### src/rtl/pipeline_ctrl_if.sv
// Handshake and control bundle between the pipeline datapath and pipeline_ctrl.
// The slave modport is the controller's view; master is the datapath/bench view.
interface pipeline_ctrl_if #(
    parameter int CNT_W = 32
);
    logic             imem_resp;
    logic             dmem_resp;
    logic             mem_access;
    logic             ex_is_load;
    logic [4:0]       ex_rd;
    logic [4:0]       id_rs1;
    logic [4:0]       id_rs2;
    logic             ex_br_taken;

    logic             pc_load;
    logic             if_id_load;
    logic             id_ex_load;
    logic             ex_mem_load;
    logic             mem_wb_load;
    logic             if_id_flush;
    logic             id_ex_flush;
    logic             advance;
    logic [CNT_W-1:0] stall_cnt;
    logic [15:0]      bubble_cnt;
    logic [15:0]      flush_cnt;

    modport slave (
        input  imem_resp, dmem_resp, mem_access, ex_is_load, ex_rd, id_rs1, id_rs2, ex_br_taken,
        output pc_load, if_id_load, id_ex_load, ex_mem_load, mem_wb_load,
               if_id_flush, id_ex_flush, advance, stall_cnt, bubble_cnt, flush_cnt
    );

    modport master (
        output imem_resp, dmem_resp, mem_access, ex_is_load, ex_rd, id_rs1, id_rs2, ex_br_taken,
        input  pc_load, if_id_load, id_ex_load, ex_mem_load, mem_wb_load,
               if_id_flush, id_ex_flush, advance, stall_cnt, bubble_cnt, flush_cnt
    );
endinterface

### src/rtl/pipeline_ctrl.sv
// Five-stage pipeline step controller: joins instruction/data memory responses into a
// single advance, inserts load-use bubbles and branch flushes, and keeps perf counters.
module pipeline_ctrl #(
    parameter int CNT_W = 32
) (
    input  logic            clk,
    input  logic            rst,
    pipeline_ctrl_if.slave  bus
);

    typedef enum logic [1:0] {
        WAIT_BOTH = 2'd0,
        WAIT_I    = 2'd1,
        WAIT_D    = 2'd2
    } state_e;

    state_e           state_q, state_d;
    logic [CNT_W-1:0] stall_q, stall_d;
    logic [15:0]      bubble_q, bubble_d;
    logic [15:0]      flush_q, flush_d;

    logic d_ok;
    logic step_done;
    logic advance;
    logic hz;
    logic do_bubble;
    logic do_flush;

    // A data response only counts when the MEM stage actually owns an access.
    assign d_ok = !bus.mem_access || bus.dmem_resp;

    assign hz = bus.ex_is_load && (bus.ex_rd != 5'd0) &&
                ((bus.ex_rd == bus.id_rs1) || (bus.ex_rd == bus.id_rs2));

    // NOTE: every signal written here gets a default first, so no path can infer a latch.
    always_comb begin
        state_d   = state_q;
        step_done = 1'b0;
        unique case (state_q)
            WAIT_BOTH: begin
                if (bus.imem_resp && d_ok) begin
                    step_done = 1'b1;
                end else if (bus.imem_resp) begin
                    state_d = WAIT_D;
                end else if (bus.mem_access && bus.dmem_resp) begin
                    state_d = WAIT_I;
                end
            end
            WAIT_I: step_done = bus.imem_resp;
            WAIT_D: step_done = bus.dmem_resp;
            default: state_d = WAIT_BOTH;
        endcase
        if (step_done) begin
            state_d = WAIT_BOTH;
        end
    end

    // Reset masks every output in the same cycle, including late responses.
    assign advance   = step_done && !rst;
    assign do_flush  = advance && bus.ex_br_taken;
    assign do_bubble = advance && hz && !bus.ex_br_taken;

    always_comb begin
        stall_d  = stall_q;
        bubble_d = bubble_q;
        flush_d  = flush_q;
        if (!advance && (stall_q != '1)) begin
            stall_d = stall_q + 1'b1;
        end
        if (do_bubble && (bubble_q != 16'hFFFF)) begin
            bubble_d = bubble_q + 16'd1;
        end
        if (do_flush && (flush_q != 16'hFFFF)) begin
            flush_d = flush_q + 16'd1;
        end
    end

    // NOTE: sequential state uses non-blocking assignments so all registers update together.
    always_ff @(posedge clk) begin
        if (rst) begin
            state_q  <= WAIT_BOTH;
            stall_q  <= '0;
            bubble_q <= '0;
            flush_q  <= '0;
        end else begin
            state_q  <= state_d;
            stall_q  <= stall_d;
            bubble_q <= bubble_d;
            flush_q  <= flush_d;
        end
    end

    assign bus.advance     = advance;
    assign bus.pc_load     = advance && !do_bubble;
    assign bus.if_id_load  = advance && !do_bubble;
    assign bus.id_ex_load  = advance;
    assign bus.ex_mem_load = advance;
    assign bus.mem_wb_load = advance;
    assign bus.if_id_flush = do_flush;
    assign bus.id_ex_flush = do_flush || do_bubble;
    assign bus.stall_cnt   = stall_q;
    assign bus.bubble_cnt  = bubble_q;
    assign bus.flush_cnt   = flush_q;

endmodule

### src/flat_wrapper.sv
// flat-port wrapper written by rule: the top's interface ports become plain ports
module pipeline_ctrl_flat 
#(
    parameter int CNT_W = 32
)
  (clk, rst, bus_imem_resp, bus_dmem_resp, bus_mem_access, bus_ex_is_load, bus_ex_rd, bus_id_rs1, bus_id_rs2, bus_ex_br_taken, bus_pc_load, bus_if_id_load, bus_id_ex_load, bus_ex_mem_load, bus_mem_wb_load, bus_if_id_flush, bus_id_ex_flush, bus_advance, bus_stall_cnt, bus_bubble_cnt, bus_flush_cnt);
  pipeline_ctrl_if #(.CNT_W(CNT_W)) bus_i ();
  input  logic clk;
  input  logic rst;
  input wire logic [$bits(bus_i.imem_resp)-1:0] bus_imem_resp;
  input wire logic [$bits(bus_i.dmem_resp)-1:0] bus_dmem_resp;
  input wire logic [$bits(bus_i.mem_access)-1:0] bus_mem_access;
  input wire logic [$bits(bus_i.ex_is_load)-1:0] bus_ex_is_load;
  input wire logic [$bits(bus_i.ex_rd)-1:0] bus_ex_rd;
  input wire logic [$bits(bus_i.id_rs1)-1:0] bus_id_rs1;
  input wire logic [$bits(bus_i.id_rs2)-1:0] bus_id_rs2;
  input wire logic [$bits(bus_i.ex_br_taken)-1:0] bus_ex_br_taken;
  output wire logic [$bits(bus_i.pc_load)-1:0] bus_pc_load;
  output wire logic [$bits(bus_i.if_id_load)-1:0] bus_if_id_load;
  output wire logic [$bits(bus_i.id_ex_load)-1:0] bus_id_ex_load;
  output wire logic [$bits(bus_i.ex_mem_load)-1:0] bus_ex_mem_load;
  output wire logic [$bits(bus_i.mem_wb_load)-1:0] bus_mem_wb_load;
  output wire logic [$bits(bus_i.if_id_flush)-1:0] bus_if_id_flush;
  output wire logic [$bits(bus_i.id_ex_flush)-1:0] bus_id_ex_flush;
  output wire logic [$bits(bus_i.advance)-1:0] bus_advance;
  output wire logic [$bits(bus_i.stall_cnt)-1:0] bus_stall_cnt;
  output wire logic [$bits(bus_i.bubble_cnt)-1:0] bus_bubble_cnt;
  output wire logic [$bits(bus_i.flush_cnt)-1:0] bus_flush_cnt;
  assign bus_i.imem_resp = bus_imem_resp;
  assign bus_i.dmem_resp = bus_dmem_resp;
  assign bus_i.mem_access = bus_mem_access;
  assign bus_i.ex_is_load = bus_ex_is_load;
  assign bus_i.ex_rd = bus_ex_rd;
  assign bus_i.id_rs1 = bus_id_rs1;
  assign bus_i.id_rs2 = bus_id_rs2;
  assign bus_i.ex_br_taken = bus_ex_br_taken;
  assign bus_pc_load = bus_i.pc_load;
  assign bus_if_id_load = bus_i.if_id_load;
  assign bus_id_ex_load = bus_i.id_ex_load;
  assign bus_ex_mem_load = bus_i.ex_mem_load;
  assign bus_mem_wb_load = bus_i.mem_wb_load;
  assign bus_if_id_flush = bus_i.if_id_flush;
  assign bus_id_ex_flush = bus_i.id_ex_flush;
  assign bus_advance = bus_i.advance;
  assign bus_stall_cnt = bus_i.stall_cnt;
  assign bus_bubble_cnt = bus_i.bubble_cnt;
  assign bus_flush_cnt = bus_i.flush_cnt;
  pipeline_ctrl #(.CNT_W(CNT_W)) u_core (.clk(clk), .rst(rst), .bus(bus_i));
endmodule
### config.mk
export PLATFORM = sky130hd
export DESIGN_NAME = pipeline_ctrl_flat
export DESIGN_NICKNAME = d
export VERILOG_FILES = /design/src/rtl/pipeline_ctrl_if.sv /design/src/rtl/pipeline_ctrl.sv /design/src/flat_wrapper.sv
export SDC_FILE = /design/constraint.sdc
export NUM_CORES = 1
export LEC_CHECK = 0
export BUFFER_PORTS_ARGS = -buffer_cell sky130_fd_sc_hd__buf_2
export CAP_MARGIN = 15
export CORE_MARGIN = 4
export CORE_UTILIZATION = 48
export DETAILED_ROUTE_END_ITERATION = 6
export PLACE_DENSITY = 0.77
export SLEW_MARGIN = 0
export SYNTH_ARGS = -nofsm -noshare
export SYNTH_HDL_FRONTEND = slang
export SYNTH_SLANG_ARGS = --single-unit
### constraint.sdc
create_clock -name clk -period 2.2 [get_ports clk]
set_clock_uncertainty 0.15 [all_clocks]
set_input_delay 0.22 -clock clk [delete_from_list [all_inputs] [get_ports clk]]
set_output_delay 0.22 -clock clk [all_outputs]
set_load 0.005 [all_outputs]
==> reports/summary.txt <==
Seq cells post-synth - 66
Placed cell areas - 0.004322 sq mm
Vias per cell - 5.427
Detailed-route via count - 3609
Reg2reg path depth - 7
Mapped Cells - 424
H-tree levels - 3
Worst r2r dst - u_core.bus.bubble_cnt[3]
Clk slew on worst S/H paths - 70 ps
Overall Global Routing Usage - 21.49%
Design Area, Final - 0.004897 sq mm
Worst setup EP type - register
CP Data Required Time - 2320 ps
Critical path, cell by cell - and4_4 -> and3_4 -> and3_4 -> or4_4 -> buf_6 -> or3_1 -> a21oi_1
Antenna-violating nets left - 0
Area contributors post-synth - dfxtp_1 38%, xor2_1 9.1%, nor2_1 6.6%
CP Max Fanout - 7
Crit share post-route - 105.0%
CTS tree - yes
Synthesis Warnings - 0
Internal power - 1.771 mW
Maxcap violations - 0
Post-DR wirelength/cell - 14.69 um
Worst-Margin Slew - 710.6 ps
Relative slew margins - 52.63%
DIE AREA - 0.008647 sq mm
Rows - 30
Register area share after synthesis - 38.11%
Syn Std Cell Area - 0.003467 sq mm
Setup Crit Path Kind - reg2reg
Nets - 593
Global-route wire length before repair - 15280 um
Syn avg cell area - 8.177 sq um
Hold WS - 196.7 ps
RSZ-0062 raised after global routing - true
Clock latency on the worst-skew pair - 340 ps
Min-delay src - bus_imem_resp
Worst Path Buf+Inv - 1
PortBufs - 93
Sequential Power Share - 51.9%
Crit path from - u_core.bus.bubble_cnt[2]
Crit path top cell by count - and3_4
Synth area leader - dfxtp_1
Final Hold Fails - 0
Share of post-route cells with drive strength above 1 - 39.08%
Final Power - 2.347 mW
Antenna violations before repair - 1
P_leak - 2.117 nW
Pwr Density - 479.2 mW/mm^2
DP Wirelength - 6513 um
Setup TNS - -1142 ps
Final-layout fill cell count - 573
Reg2reg setup slack - -110 ps
Die X - 92.99 um
Number of global-route vias before repair - 3446
Hold WC Path Type - in2reg
Max stage delay cell, worst path - or4_4
Switch share - 24.54%
Pins Over Slew Limit - 0
WHS Path Cells - 4
Top cell type's share of synthesized area - 38.11%
Fmax - 0.4328 GHz
CP startpoint kind - register
Max VDD drop - 301.5 uV
Max Root-Sink Buffers - 2
Initial core utilization - 50.20%
Clock group share of total power - 38.2%
Synth cell types - 41
Hold path endpoint - u_core.state_q[0]
GPL Wtd Cong - 0.8526
CTS Sinks - 66
Synth-to-layout area growth - 41.25%
Initial DRC count - 139
Final setup fails - 24
Slack of the critical path - -110.4 ps
Detailed Route WL - 9767 um
Comb power frac - 9.9%
Grt ovf - 0
Syn_nets - 453
Die H - 92.99 um
Drt drc - 0
Crit path max-delay family - simple AND/OR/NAND/NOR gates
Slowest stage delay, CP - 580 ps
Outcome - finished with violations
CTS Buf Count - 9
First-pass DRT Iterations - 4
Clock root buffer - clkbuf_8
Dpl ws - -202.4 ps
Core Region - 0.006907 sq mm
Largest net degree at the start of global routing - 68
Arrival @ worst endpoint - 2430 ps
Final Critical Period - 2310 ps
Reg2reg start - u_core.bus.bubble_cnt[2]
I/O pin total - 94
Failing checks - negative setup slack
NetSw - 575.8 uW
-- final cells by class --
cell class              count  area (sq um)  area share, %
diodes                      1         2.502        0.05110
clock buffers              12         155.1          3.168
clock inverters             3         15.01         0.3066
inverters                  12         50.05          1.022
multi-input cells         328          2291          46.78
flip-flops and latches     66          1335          27.26
well taps                  96         120.1          2.453
repair buffers            147         928.4          18.96
-- how the worst max path moves through the flow --
stage / to / slack, ps / cells after the start
2_1_floorplan: u_core.bus.bubble_cnt[13] / -100 / 7
3_3_place_gp: u_core.bus.bubble_cnt[6] / -150 / 7
3_5_place_dp: u_core.bus.bubble_cnt[6] / -200 / 7
4_1_cts: u_core.bus.bubble_cnt[9] / -120 / 10
5_1_grt: u_core.bus.bubble_cnt[9] / -160 / 8
6_report: u_core.bus.bubble_cnt[3] / -110 / 7
-- state kept, by name (all words and copies together) (netlist names) --
| signal | flops |
|---|---|
| u_core.state_q | 2 |
| u_core.bus.stall_cnt | 32 |
| u_core.bus.bubble_cnt | 16 |
| u_core.bus.flush_cnt | 16 |
-- what timing repair did --
action | in CTS | in global routing
resized for setup | 53 | 31
pin swaps | 19 | 15
hold buffers | 0 | 0
setup buffers | 10 | 2
gates cloned | 0 | 0
endpoints found under the setup margin | 43 | 62
-- kinds of logic (layout without fill, tap and decap cells) --
| logic type | count (synthesis) | in the layout | synth area share (%) |
|---|---|---|---|
| flops | 66 | 66 | 38.11 |
| xor+xnor | 54 | 54 | 13.64 |
| simple gates | 216 | 216 | 32.55 |
| other cells | 0 | 1 | 0 |
| mux | 3 | 3 | 0.9022 |
| buf+inv | 30 | 174 | 3.970 |
| compound gates | 48 | 48 | 8.300 |
| fa+ha+maj | 7 | 7 | 2.526 |
-- layout by cell type, fill, tap and decap left out, types with 15 or more instances in the layout --
master   count
xor2_1      34
nand2_1     20
nor2_1      58
nand3_1     26
buf_4       42
xnor2_1     17
dfxtp_1     59
and3_1      16
buf_2       91
nand4_1     15
-- through the flow --
stage / std cells / util, %
after CTS: 664 / 68.99
after global placement: 640 / 62.57
final: 665 / 70.91
after global routing: 665 / 70.91
after detailed placement: 640 / 62.57
after floorplan: 424 / -
-- worst reg2reg max path: cells and delay by family, from the launching register on --
kind	cells	cell delay [ps]
DFF	1	320
and+or+nand+nor	5	1480
AOI/OAI and AO/OA	1	130
buffers and inverters	1	160
-- metal layers --
layer / vias up / share of wire (%) / global-route usage, %
li1: 1777 / - / -
met4: 0 / 2.6 / 10.38
met5: - / 0 / 0
met3: 22 / 4.8 / 3.540
met1: 1709 / 42 / 26.54
met2: 101 / 50 / 36.29
-- Yosys cell counts --
cell type  number
a211oi_1        2
a21oi_1        18
a22o_1          1
a22oi_1         3
a311oi_1        1
a31o_4          1
a31oi_1         2
and2_1          5
and3_1         18
and3b_1         1
and4_1         11
buf_2           2
buf_4           4
buf_6           1
clkbuf_1       11
dfxtp_1        66
ha_1            7
inv_1          12
mux2_2          1
mux2i_1         2
nand2_1        24
nand2b_1        1
nand3_1        37
nand3b_1        1
nand4_1        15
nor2_1         61
nor2b_1         3
nor3_1         12
nor3_2          1
nor3b_1         3
nor4_1          4
nor4b_1         2
o211ai_1        2
o21ai_0         4
o21ai_1        11
o31ai_1         3
or2b_1          1
or3_1          11
or4_1           5
xnor2_1        18
xor2_1         36
-- power by group through the flow --
stage | logic, mW | registers [mW] | clock network, mW
2_1_floorplan | 0.104 | 1.25 | 0
3_3_place_gp | 0.191 | 1.25 | 0
3_5_place_dp | 0.198 | 1.25 | 0
4_1_cts | 0.226 | 1.22 | 0.912
5_1_grt | 0.252 | 1.22 | 0.955
6_report | 0.231 | 1.22 | 0.897
Note: power is estimated with default switching activity, not from simulation.
